===== src/rtl/rf_wb_arbiter.sv =====
// rf_wb_arbiter: two-port writeback arbiter with one-entry holding registers feeding the register file write port.
// Optional forwarding lookup of the holding registers is enabled by defining RF_WB_FWD_EN.
module rf_wb_arbiter #(
  parameter int NREG = 8,
  parameter int SELW = 3,
  parameter int DW   = 16
) (
  input  logic            clk,
  input  logic            rst,
`ifdef RF_WB_FWD_EN
  input  logic [SELW-1:0] fwdSel1,
  input  logic [SELW-1:0] fwdSel2,
  output logic            fwdHit1,
  output logic            fwdHit2,
  output logic [DW-1:0]   fwdData1,
  output logic [DW-1:0]   fwdData2,
`endif
  input  logic            req0_valid,
  output logic            req0_ready,
  input  logic [SELW-1:0] req0_sel,
  input  logic [DW-1:0]   req0_data,
  input  logic            req1_valid,
  output logic            req1_ready,
  input  logic [SELW-1:0] req1_sel,
  input  logic [DW-1:0]   req1_data,
  input  logic            stall,
  output logic            writeEn,
  output logic [SELW-1:0] writeRegSel,
  output logic [DW-1:0]   writeData,
  output logic [NREG-1:0] busy,
  output logic            idle
);
  logic [1:0]      holdV, gnt, acc, ready, nextV;
  logic [SELW-1:0] holdSel [2];
  logic [DW-1:0]   holdData [2];
  logic [SELW-1:0] reqSel [2];
  logic [DW-1:0]   reqData [2];
  logic            old, rr, oldNext, pick;
  assign reqSel[0]  = req0_sel;
  assign reqSel[1]  = req1_sel;
  assign reqData[0] = req0_data;
  assign reqData[1] = req1_data;
  // Same destination must drain oldest-first; otherwise alternate fairly.
  assign pick  = (holdSel[0] == holdSel[1]) ? old : rr;
  assign gnt   = stall ? 2'b00 : (&holdV) ? (pick ? 2'b10 : 2'b01) : holdV;
  assign ready = ~holdV | gnt;
  assign acc   = {req1_valid, req0_valid} & ready;
  assign nextV = acc | (holdV & ~gnt);
  assign req0_ready = ready[0];
  assign req1_ready = ready[1];
  assign writeEn     = |gnt;
  assign writeRegSel = gnt[1] ? holdSel[1] : gnt[0] ? holdSel[0] : '0;
  assign writeData   = gnt[1] ? holdData[1] : gnt[0] ? holdData[0] : '0;
  assign idle        = ~|holdV;
  always_comb begin
    oldNext = nextV == 2'b10 ? 1'b1 : nextV == 2'b01 ? 1'b0 :
              acc == 2'b11 ? 1'b0 : acc == 2'b01 ? 1'b1 : acc == 2'b10 ? 1'b0 : old;
  end
  always_comb begin
    busy = '0;
    for (int r = 0; r < NREG; r++)
      busy[r] = (holdV[0] && holdSel[0] == SELW'(r)) || (holdV[1] && holdSel[1] == SELW'(r));
  end
  always_ff @(posedge clk or negedge rst) begin
    if (!rst) begin
      holdV       <= '0;
      old         <= 1'b0;
      rr          <= 1'b0;
      holdSel[0]  <= '0;
      holdSel[1]  <= '0;
      holdData[0] <= '0;
      holdData[1] <= '0;
    end else begin
      holdV <= nextV;
      old   <= oldNext;
      if (gnt[0]) rr <= 1'b1;
      if (gnt[1]) rr <= 1'b0;
      for (int i = 0; i < 2; i++)
        if (acc[i]) begin
          holdSel[i]  <= reqSel[i];
          holdData[i] <= reqData[i];
        end
    end
  end
`ifdef RF_WB_FWD_EN
  // When both entries match, the younger one carries the newest value.
  function automatic logic [DW:0] fwdLook(input logic [SELW-1:0] s);
    logic m0, m1;
    m0 = holdV[0] && holdSel[0] == s;
    m1 = holdV[1] && holdSel[1] == s;
    return {m0 | m1, (m0 & m1) ? holdData[~old] : m1 ? holdData[1] : m0 ? holdData[0] : '0};
  endfunction
  assign {fwdHit1, fwdData1} = fwdLook(fwdSel1);
  assign {fwdHit2, fwdData2} = fwdLook(fwdSel2);
`endif
endmodule


===== config.mk =====
export PLATFORM = sky130hd
export DESIGN_NAME = rf_wb_arbiter
export DESIGN_NICKNAME = d
export VERILOG_FILES = /design/src/rtl/rf_wb_arbiter.sv
export SDC_FILE = /design/constraint.sdc
export NUM_CORES = 1
export LEC_CHECK = 0
export BUFFER_PORTS_ARGS = -buffer_cell sky130_fd_sc_hd__buf_2
export CAP_MARGIN = 20
export CORE_MARGIN = 2
export CORE_UTILIZATION = 52
export CTS_BUF_LIST = sky130_fd_sc_hd__clkbuf_4
export DETAILED_ROUTE_END_ITERATION = 8
export PLACE_DENSITY = 0.82
export RECOVER_POWER = 25
export SYNTH_ARGS = -nofsm -noshare
export SYNTH_HDL_FRONTEND = slang
export SYNTH_SLANG_ARGS = --single-unit

===== constraint.sdc =====
create_clock -name clk -period 3.6 [get_ports clk]
set_input_delay 0.36 -clock clk [delete_from_list [all_inputs] [get_ports clk]]
set_output_delay 0.36 -clock clk [all_outputs]
set_load 0.01 [all_outputs]

==> summary.md <==
| Metric | Value |
|---|---|
| Register bit total from synthesis | 42 |
| Top cells by area, synth | dfrtp_1 (49%), mux2_2 (15%), a22o_1 (7.3%) |
| Clock buffer depth | 2 |
| Die width | 68.4 µm |
| PostCTS Resize Cnt | 0 |
| Diodes inserted | 0 |
| Hold-fix buffers, CTS | 0 |
| Final setup vio count | 0 |
| Vias per inst | 5.54 |
| Vias in the first global route | 1578 |
| Arr. time, crit path | 3010 ps |
| Post-synth EDFFs | 0 |
| Setup TNS | 0 ps |
| 1st-iter DRT viols | 83 |
| PwrDens | 958 nW/µm² |
| Final Skew | 8.63 ps |
| Placed Area | 2530 µm² |
| Initial antenna violation count | 0 |
| Largest net degree at the start of global routing | 43 |
| Maximum VDD drop | 0.502 mV |
| Slew @ Worst Pin | 2100 ps |
| Core Area | 4000 µm² |
| Multi-input logic area | 1020 µm² |
| H-tree depth | 2 |
| Synth cell types | 35 |
| Synth Cell Area | 2160 µm² |
| Cell taking the most area after synthesis | dfrtp_1 |
| Layout cells sized above 1 | 0.510 |
| Violated checks | max-capacitance violations, max-slew violations |
| CTS tree | built |
| P&R area growth vs syn | 20.9% |
| Clk slew on worst S/H paths | 120 ps |
| Total Power | 2.50 mW |
| Top-area cell type share of the netlist area | 0.487 |
| Via count | 1635 |
| Placer Congestion | 0.842 |
| Most frequent cells after synthesis | dfrtp_1 (42), mux2_2 (28), a22o_1 (18) |
| Placed Cells | 287 |
| Fmax | 0.297 GHz |
| Worst hold slack | 234 ps |
| DIE AREA | 4680 µm² |
| Clk root buf | clkbuf_4 |
| Fill cell count | 320 |
| Sequential area share after synthesis | 0.487 |
| Die extent in y | 68.4 µm |
| NumNets Final | 288 |
| Lkg Pwr | 1.29 nW |
| Detailed Route WL | 4510 µm |
| Drt pass-1 iters | 4 |
| RSZ-0062 raised after global routing | no |
| Hold Path Class | primary input to flip-flop |
| Final Worst Setup Slack | 234 ps |
| First-pass GRT wire length | 7140 µm |
| Post-Syn Area per Cell | 12.3 µm² |
| Async S/R FF share, synth | 1.00 |
| Final hold viol count | 0 |
| Status | complete, but fails checks |
| Clk_lat worst skew | 350 ps |
| Initial Utilization | 0.540 |
| DP HPWL | 3230 µm |
| Tcrit/Tclk final | 0.935 |
| Remaining antenna violation count after routing | 0 |
| Wire per inst | 15.3 µm |
| Critical Path Fanout Max | 19 |
| Post-Layout Cell Count | 295 |
| Required @ worst endpoint | 3240 ps |
| Design Area, Final | 2610 µm² |
| Row count | 23 |
| Ports | 74 |
| Final core utilization | 0.653 |
| Post-route minimum period | 3370 ps |
| Mapped Nets | 219 |
| Relative slew slack | -0.400 |
| Final Max Slew Viols | 43 |
| Clock sink total | 42 |
| Crit path launch type | flip-flop |
| Ys Warns | 0 |
| Max-Cap Viols | 1 |
| TritonCTS buffer count | 5 |
| Total GRT Usage | 0.210 |
| CP endpoint kind | output port |
| Synth Instances | 175 |
| Crit Path Class | flip-flop to output port |
| Port Buffer Count | 73 |
| Most frequent cell after synthesis | dfrtp_1 |
| DRC errors left | 0 |
| Setup bufs post-CTS | 0 |
| Overflow after GRT | 0 |
| Register Area | 1050 µm² |
| Setup WS pre-CTS | 626 ps |
| Top FF cell, synth | dfrtp_1 |
==> path summary, 6_finish.rpt <==
path                                          from                  endpoint  slack, ps  cells past startpoint
max                         holdSel[4]$_DFFE_PN0P_              writeData[1]        230                      6
min in group asynchronous                      rst   holdData[5]$_DFFE_PN0P_        600                      1
min                                  req0_data[15]  holdData[31]$_DFFE_PN0P_        230                      2
min reg2reg                holdData[4]$_DFFE_PN0P_   holdData[4]$_DFFE_PN0P_        520                      1
max reg2reg                 holdSel[4]$_DFFE_PN0P_           old$_DFFE_PN0P_        670                     11
max in group asynchronous                      rst  holdData[12]$_DFFE_PN0P_       1800                      1
==> sequential cells by signal (all words and copies together), names as in the netlist <==
register  count
old           1
holdData     32
rr            1
holdSel       6
holdV         2
==> where the power goes <==
| group | leakage, nW | internal [mW] | switching (mW) |
|---|---|---|---|
| clock | 0.0419 | 0.154 | 0.149 |
| combinational | 0.754 | 0.673 | 0.610 |
| sequential | 0.490 | 0.710 | 0.206 |
==> placed cells by master (no fill, tap or decap) <==
| master | instances |
|---|---|
| a22oi_1 | 1 |
| a32o_1 | 1 |
| or2_2 | 1 |
| a31oi_2 | 1 |
| nor3_1 | 2 |
| clkbuf_1 | 1 |
| inv_1 | 6 |
| a21oi_1 | 4 |
| o21ai_4 | 1 |
| mux2_2 | 28 |
| a22o_1 | 18 |
| o221ai_1 | 1 |
| o41a_1 | 1 |
| a311oi_2 | 1 |
| o21bai_1 | 1 |
| nor4_1 | 1 |
| a21oi_2 | 1 |
| ha_1 | 1 |
| bufinv_16 | 1 |
| xor2_1 | 3 |
| o21ai_0 | 1 |
| mux2_4 | 10 |
| a311oi_1 | 1 |
| or3_4 | 1 |
| nor2_1 | 3 |
| buf_2 | 72 |
| clkbuf_4 | 6 |
| mux2i_1 | 2 |
| and2_1 | 1 |
| dfrtp_1 | 42 |
| buf_4 | 1 |
| o22ai_1 | 7 |
| clkinvlp_4 | 1 |
| nand2_1 | 12 |
| o32ai_1 | 2 |
| nand2b_1 | 8 |
==> worst max-delay path: stages (launching register included) <==
cell,delay [ps]
dfrtp_1,470
xor2_1,210
or3_4,410
a311oi_2,480
and2_1,700
a22o_1,240
buf_2,130
==> routing by layer <==
layer	share of wire	wire length, µm	vias to the layer above	global-route usage
met3	0.089	404	5	0.0757
met5	0	0	-	0
li1	-	-	775	-
met2	0.45	2050	74	0.333
met4	0.0069	31	0	0.0525
met1	0.45	2030	781	0.273
==> final cells by class <==
type,count,share of cell area
inverters,6,0.00862
clock buffers,6,0.0172
well taps,50,0.0240
clock inverters,2,0.0144
multi-input cells,115,0.391
flip-flops and latches,42,0.402
repair buffers,74,0.142
==> logic make-up after synthesis <==
group,synth area share
compound gates,0.158
flops,0.487
mux,0.225
simple gates,0.0678
buf+inv,0.0452
xor+xnor,0.0122
fa+ha+maj,0.00579
No activity file was read; power rests on OpenSTA's default activity.
